### src/rtl/div_fu_pkg.sv
// Shared types and constants for the divide functional-unit controller.
// Also used by the operand conditioning block.
package div_fu_pkg;

  localparam logic [63:0] XLEN_MIN = 64'h8000_0000_0000_0000;
  localparam logic [63:0] W_MIN    = 64'hFFFF_FFFF_8000_0000;

  typedef enum logic [2:0] {
    IDLE,
    LAUNCH,
    WAIT,
    BCAST,
    DRAIN
  } div_fu_state_e;

  function automatic logic [63:0] sext32(input logic [31:0] v);
    return {{32{v[31]}}, v};
  endfunction

endpackage

### src/rtl/div_operand_cond.sv
// Word-form operand extension and divide-by-zero / overflow bypass.
// Combinational; shared with the remainder controller.
module div_operand_cond
  import div_fu_pkg::*;
#(
  parameter int XLEN = 64
) (
  input  logic            signed_i,
  input  logic            word_i,
  input  logic [XLEN-1:0] rs1_i,
  input  logic [XLEN-1:0] rs2_i,
  output logic [XLEN-1:0] dividend_o,
  output logic [XLEN-1:0] divisor_o,
  output logic            bypass_o,
  output logic [XLEN-1:0] bypass_data_o
);

  logic            div0;
  logic            ovf;
  logic [XLEN-1:0] min_val;

  always_comb begin
    dividend_o = rs1_i;
    divisor_o  = rs2_i;
    if (word_i) begin
      if (signed_i) begin
        dividend_o = sext32(rs1_i[31:0]);
        divisor_o  = sext32(rs2_i[31:0]);
      end else begin
        dividend_o = {32'b0, rs1_i[31:0]};
        divisor_o  = {32'b0, rs2_i[31:0]};
      end
    end
  end

  assign min_val = word_i ? W_MIN : XLEN_MIN;
  assign div0    = (divisor_o == '0);
  assign ovf     = signed_i
                 & (dividend_o == min_val)
                 & (divisor_o == '1);

  assign bypass_o      = div0 | ovf;
  // Overflow returns the dividend itself
  assign bypass_data_o = div0 ? '1 : dividend_o;

endmodule

### src/rtl/div_fu_ctrl.sv
// Divide functional-unit controller: issue, divider handshake,
// zero/overflow bypass, CDB broadcast and flush draining.
module div_fu_ctrl
  import div_fu_pkg::*;
#(
  parameter int XLEN  = 64,
  parameter int TAG_W = 6
) (
  input  logic             clk,
  input  logic             reset,
  input  logic             issue_valid_i,
  output logic             issue_ready_o,
  input  logic             issue_signed_i,
  input  logic             issue_word_i,
  input  logic [TAG_W-1:0] issue_tag_i,
  input  logic [XLEN-1:0]  issue_rs1_i,
  input  logic [XLEN-1:0]  issue_rs2_i,
  output logic             div_valid_o,
  input  logic             div_ready_i,
  output logic             div_signed_o,
  output logic [XLEN-1:0]  div_dividend_o,
  output logic [XLEN-1:0]  div_divisor_o,
  input  logic             div_valid_i,
  input  logic [XLEN-1:0]  div_quotient_i,
  output logic             div_yumi_o,
  output logic             cdb_req_o,
  input  logic             cdb_grant_i,
  output logic [TAG_W-1:0] cdb_tag_o,
  output logic [XLEN-1:0]  cdb_data_o,
  input  logic             flush_i
);

  div_fu_state_e    state_q, state_d;
  logic [TAG_W-1:0] tag_q, tag_d;
  logic             sgn_q, sgn_d;
  logic             word_q, word_d;
  logic [XLEN-1:0]  dvd_q, dvd_d;
  logic [XLEN-1:0]  dvs_q, dvs_d;
  logic [XLEN-1:0]  res_q, res_d;

  logic [XLEN-1:0]  c_dvd;
  logic [XLEN-1:0]  c_dvs;
  logic             c_byp;
  logic [XLEN-1:0]  c_res;

  div_operand_cond #(.XLEN(XLEN)) u_cond (
    .signed_i      (issue_signed_i),
    .word_i        (issue_word_i),
    .rs1_i         (issue_rs1_i),
    .rs2_i         (issue_rs2_i),
    .dividend_o    (c_dvd),
    .divisor_o     (c_dvs),
    .bypass_o      (c_byp),
    .bypass_data_o (c_res)
  );

  always_ff @(posedge clk) begin
    if (reset) begin
      state_q <= IDLE;
      tag_q   <= '0;
      sgn_q   <= 1'b0;
      word_q  <= 1'b0;
      dvd_q   <= '0;
      dvs_q   <= '0;
      res_q   <= '0;
    end else begin
      state_q <= state_d;
      tag_q   <= tag_d;
      sgn_q   <= sgn_d;
      word_q  <= word_d;
      dvd_q   <= dvd_d;
      dvs_q   <= dvs_d;
      res_q   <= res_d;
    end
  end

  always_comb begin
    state_d       = state_q;
    tag_d         = tag_q;
    sgn_d         = sgn_q;
    word_d        = word_q;
    dvd_d         = dvd_q;
    dvs_d         = dvs_q;
    res_d         = res_q;
    issue_ready_o = 1'b0;
    div_valid_o   = 1'b0;
    div_yumi_o    = 1'b0;
    cdb_req_o     = 1'b0;
    unique case (state_q)
      IDLE: begin
        issue_ready_o = 1'b1;
        if (issue_valid_i && !flush_i) begin
          tag_d  = issue_tag_i;
          sgn_d  = issue_signed_i;
          word_d = issue_word_i;
          dvd_d  = c_dvd;
          dvs_d  = c_dvs;
          if (c_byp) begin
            res_d   = c_res;
            state_d = BCAST;
          end else begin
            state_d = LAUNCH;
          end
        end
      end
      LAUNCH: begin
        div_valid_o = 1'b1;
        if (flush_i) begin
          state_d = div_ready_i ? DRAIN : IDLE;
        end else if (div_ready_i) begin
          state_d = WAIT;
        end
      end
      WAIT: begin
        if (div_valid_i) begin
          div_yumi_o = 1'b1;
          if (flush_i) begin
            state_d = IDLE;
          end else begin
            // W forms sign-extend the low word, unsigned included
            res_d   = word_q ? sext32(div_quotient_i[31:0])
                             : div_quotient_i;
            state_d = BCAST;
          end
        end else if (flush_i) begin
          state_d = DRAIN;
        end
      end
      BCAST: begin
        cdb_req_o = ~flush_i;
        if (flush_i || cdb_grant_i) begin
          state_d = IDLE;
        end
      end
      DRAIN: begin
        if (div_valid_i) begin
          div_yumi_o = 1'b1;
          state_d    = IDLE;
        end
      end
      default: state_d = IDLE;
    endcase
  end

  assign div_signed_o   = sgn_q;
  assign div_dividend_o = dvd_q;
  assign div_divisor_o  = dvs_q;
  assign cdb_tag_o      = tag_q;
  assign cdb_data_o     = res_q;

endmodule

### config.mk
export PLATFORM = sky130hd
export DESIGN_NAME = div_fu_ctrl
export DESIGN_NICKNAME = d
export VERILOG_FILES = /design/src/rtl/div_fu_pkg.sv /design/src/rtl/div_operand_cond.sv /design/src/rtl/div_fu_ctrl.sv
export SDC_FILE = /design/constraint.sdc
export NUM_CORES = 1
export LEC_CHECK = 0
export ABC_AREA = 1
export BUFFER_PORTS_ARGS = -buffer_cell sky130_fd_sc_hd__buf_4
export CORE_MARGIN = 2
export CORE_UTILIZATION = 35
export DETAILED_ROUTE_END_ITERATION = 8
export GPL_TIMING_DRIVEN = 0
export HOLD_SLACK_MARGIN = 0.02
export PLACE_DENSITY = 0.67
export SYNTH_ARGS = -nofsm -noshare
export SYNTH_HDL_FRONTEND = slang
export SYNTH_HIERARCHICAL = 1
export SYNTH_SLANG_ARGS = --single-unit
### constraint.sdc
create_clock -name clk -period 3.7 [get_ports clk]
set_clock_uncertainty 0.1 [all_clocks]
set_input_delay 0.555 -clock clk [delete_from_list [all_inputs] [get_ports clk]]
set_output_delay 0.555 -clock clk [all_outputs]
set_load 0.02 [all_outputs]
==> out/qor.csv <==
stage,metric,value,unit
run_status,outcome,completed,
timing,Hold Slack,168,ps
synth,main combinational cell family by area after synthesis,simple AND/OR/NAND/NOR gates,
cells_and_area,FILL cells,3172,
global_route,largest net degree at the start of global routing,15,
global_route,first-pass GRT wire length,63500,um
routing,via count,12100,
timing,setup violators final,0,
timing,final worst-path cycle share,91.5,%
global_route,initial antenna violation count,1,
routing,drt via density,4.67,
timing,fmax,0.295,GHz
timing,max_slew headroom,38.4,%
synth,Syn Inst Count,1733,
timing,Slew Limit Fails,0,
critical_path,required time of the critical path,3990,ps
critical_path,critical path endpoint category,flop,
place,port bufs,409,
hold_path,min-delay worst type,in -> reg,
synth,simple-gate share of the synthesized area,31.6,%
routing,DRC Markers,0,
routing,first drt pass iteration count,5,
cells_and_area,nets,2375,
global_route,number of global-route vias before repair,11500,
cells_and_area,ratio of cells with drive above 1 in the final layout,28.9,%
clock_network,Max Root-Sink Buffers,3,
synth,syn nets,1940,
timing,final worst path period need,3380,ps
cells_and_area,area occupied by multi-input gates,5190,um^2
routing,met2 wire len,19200,um
routing,Wirelength per Cell,16.1,um
synth,portion of netlist area occupied by mux cells,0,%
job,Max Cap Viol,0,
floorplan,num ports,410,
synth,Synth Area in Adders,0,%
routing,drt total wl,41600,um
cells_and_area,synth-to-layout area growth,40.4,%
floorplan,Die ar.,32700,um^2
routing,DRT iter0 DRCs,723,
clock_network,CTS tree,built,
hold_path,hold depth,3,
synth,register area share after synthesis,37.1,%
power,Leakage,8.16,nW
clock_network,CTS H-Tree Depth,1,
routing,WL met1,18200,um
timing,RSZ-0062 raised after global routing,no,
critical_path,CP arrival,3670,ps
cells_and_area,Util after Layout,50.0,%
cells_and_area,Sequential Area,4060,um^2
routing,top sig layer,met5,
timing,Final Hold Viols,0,
synth,syn_area_per_cell,6.32,um^2
floorplan,die height,181,um
critical_path,worst-path maximum fanout,10,
critical_path,R2R depth,8,
floorplan,Rows,64,
cells_and_area,final antenna diode count,0,
synth,Yosys cell types,27,
global_route,Global Route Usage Sum,24.3,%
synth,Compound-Gate Fraction of Synth Area,15.8,%
cells_and_area,"commonest non-fill, non-tap cell in the layout",buf_4,
routing,met3 WL post-DR,2770,um
power,Pwr Density,535,nW/um^2
clock_network,Clock Latency Late Sink,510,ps
critical_path,CP startpoint kind,primary input,
place,RD Place Congestion,0.943,
synth,synthesized area,11000,um^2
floorplan,Die W,181,um
timing,measured slew at the worst slew-check pin,925,ps
clock_network,CTS sink cnt,203,
floorplan,total core area,30700,um^2
synth,Ys Warns,6,
power,worst vdd ir,0.000294,V
critical_path,CP Class,in -> reg,
clock_network,Worst-path clk slew,60,ps
floorplan,Initial Util,35.6,%
clock_network,# Post-CTS Setup Buffers,0,
cells_and_area,"commonest cells after routing, fill and taps aside","482 x buf_4, 408 x nor2_1, 349 x nand2_1, 263 x o21ai_0, 203 x dfxtp_1",
clock_network,PostCTS Resize Cnt,0,
timing,post-route setup TNS,0,ps
routing,ANT nets after route,0,
place,hpwl dp,32700,um
clock_network,CTS Buf Count,24,
clock_network,Clock Tree Root,clkbuf_16,
synth,Synth Area in XOR/XNOR,0,%
synth,Yosys reg bits,203,
clock_network,Hold Buf Count CTS,0,
global_route,Overflow after GRT,0,
kinds of logic (layout without fill, tap and decap cells):
group,count (synthesis),after routing
AOI/OAI and AO/OA,344,344
buffers and inverters,326,777
DFF,203,203
and+or+nand+nor,860,860
path summary, 6_finish.rpt:
kind | from | to | slack (ps)
setup / recovery | issue_word_i | cdb_data_o[4]$_SDFFE_PP0P_ | 320
setup reg to reg | state_q[1]$_SDFFE_PP0P_ | cdb_data_o[4]$_SDFFE_PP0P_ | 1620
hold / removal | issue_tag_i[1] | cdb_tag_o[1]$_SDFFE_PP0P_ | 170
hold reg to reg | cdb_data_o[11]$_SDFFE_PP0P_ | cdb_data_o[11]$_SDFFE_PP0P_ | 390
registers in the layout, indices dropped and copies added (netlist names):
register        count
cdb_data_o         64
word_q              1
cdb_tag_o           6
div_signed_o        1
div_dividend_o     64
state_q             3
div_divisor_o      64
cells in the mapped netlist:
library cell / n / area (um^2)
or2_2: 1 / 6.26
nor2_2: 1 / 6.26
a21oi_1: 66 / 330
nor2_4: 1 / 11.3
inv_1: 135 / 507
nand2_2: 53 / 332
nand3_2: 1 / 10.0
nand4_1: 9 / 56.3
nor4_1: 2 / 12.5
buf_6: 18 / 203
o21ai_1: 12 / 60.1
buf_2: 24 / 120
nor3_1: 6 / 30.0
nor3_2: 1 / 10.0
nor2_1: 408 / 1530
nand2_1: 349 / 1310
nand3b_1: 1 / 7.51
dfxtp_1: 203 / 4060
clkbuf_8: 4 / 55.1
o21ai_0: 263 / 1320
nand3_1: 27 / 135
buf_4: 73 / 548
clkbuf_4: 1 / 7.51
clkinv_1: 10 / 37.5
o211ai_1: 3 / 22.5
clkbuf_1: 57 / 214
inv_2: 4 / 15.0
metal layers:
layer  vias up  GRT usage, %
met1      5406          31.2
met3        75          4.60
met5         -             0
li1       6205             -
met4         2          7.74
met2       370          41.2
power breakdown:
part | switching [mW] | internal [mW] | total [mW]
sequential | 0.217 | 2.55 | 2.77
clock | 0.965 | 1.59 | 2.55
combinational | 1.79 | 1.12 | 2.91
critical path, stage by stage:
cell and delay (ps):
buf_4 110, buf_4 180, clkbuf_1 450, nand3_1 380
nand2_1 280, nand4_1 120, nor2_1 110, nand2_1 80
nor2_1 100, nand2_1 60, nand2_1 60, nand3_1 110
nand2_1 130, nand2_2 250, clkbuf_1 290, o21ai_0 310
nor2_1 80
stage by stage:
stage	total power, mW	setup slack [ps]	std cells	cell area [um^2]
finish	8.23	315	2580	15400
global route	8.68	91.8	2580	15400
CTS	8.29	327	2580	15400
detailed placement	5.71	-200	2538	14500
global placement	5.69	-170	2538	14500
floorplan	4.45	1110	1733	11000
layout make-up:
cell class                 count  share of cell area, %
clock inverter                11                   1.10
tap                          396                   3.22
timing repair buffer         409                   20.0
multi-input combinational   1204                   33.7
sequential                   203                   26.4
buffer                       177                   7.46
inverter                     149                   3.64
clock buffer                  31                   4.47
No activity file was read; power rests on OpenSTA's default activity.
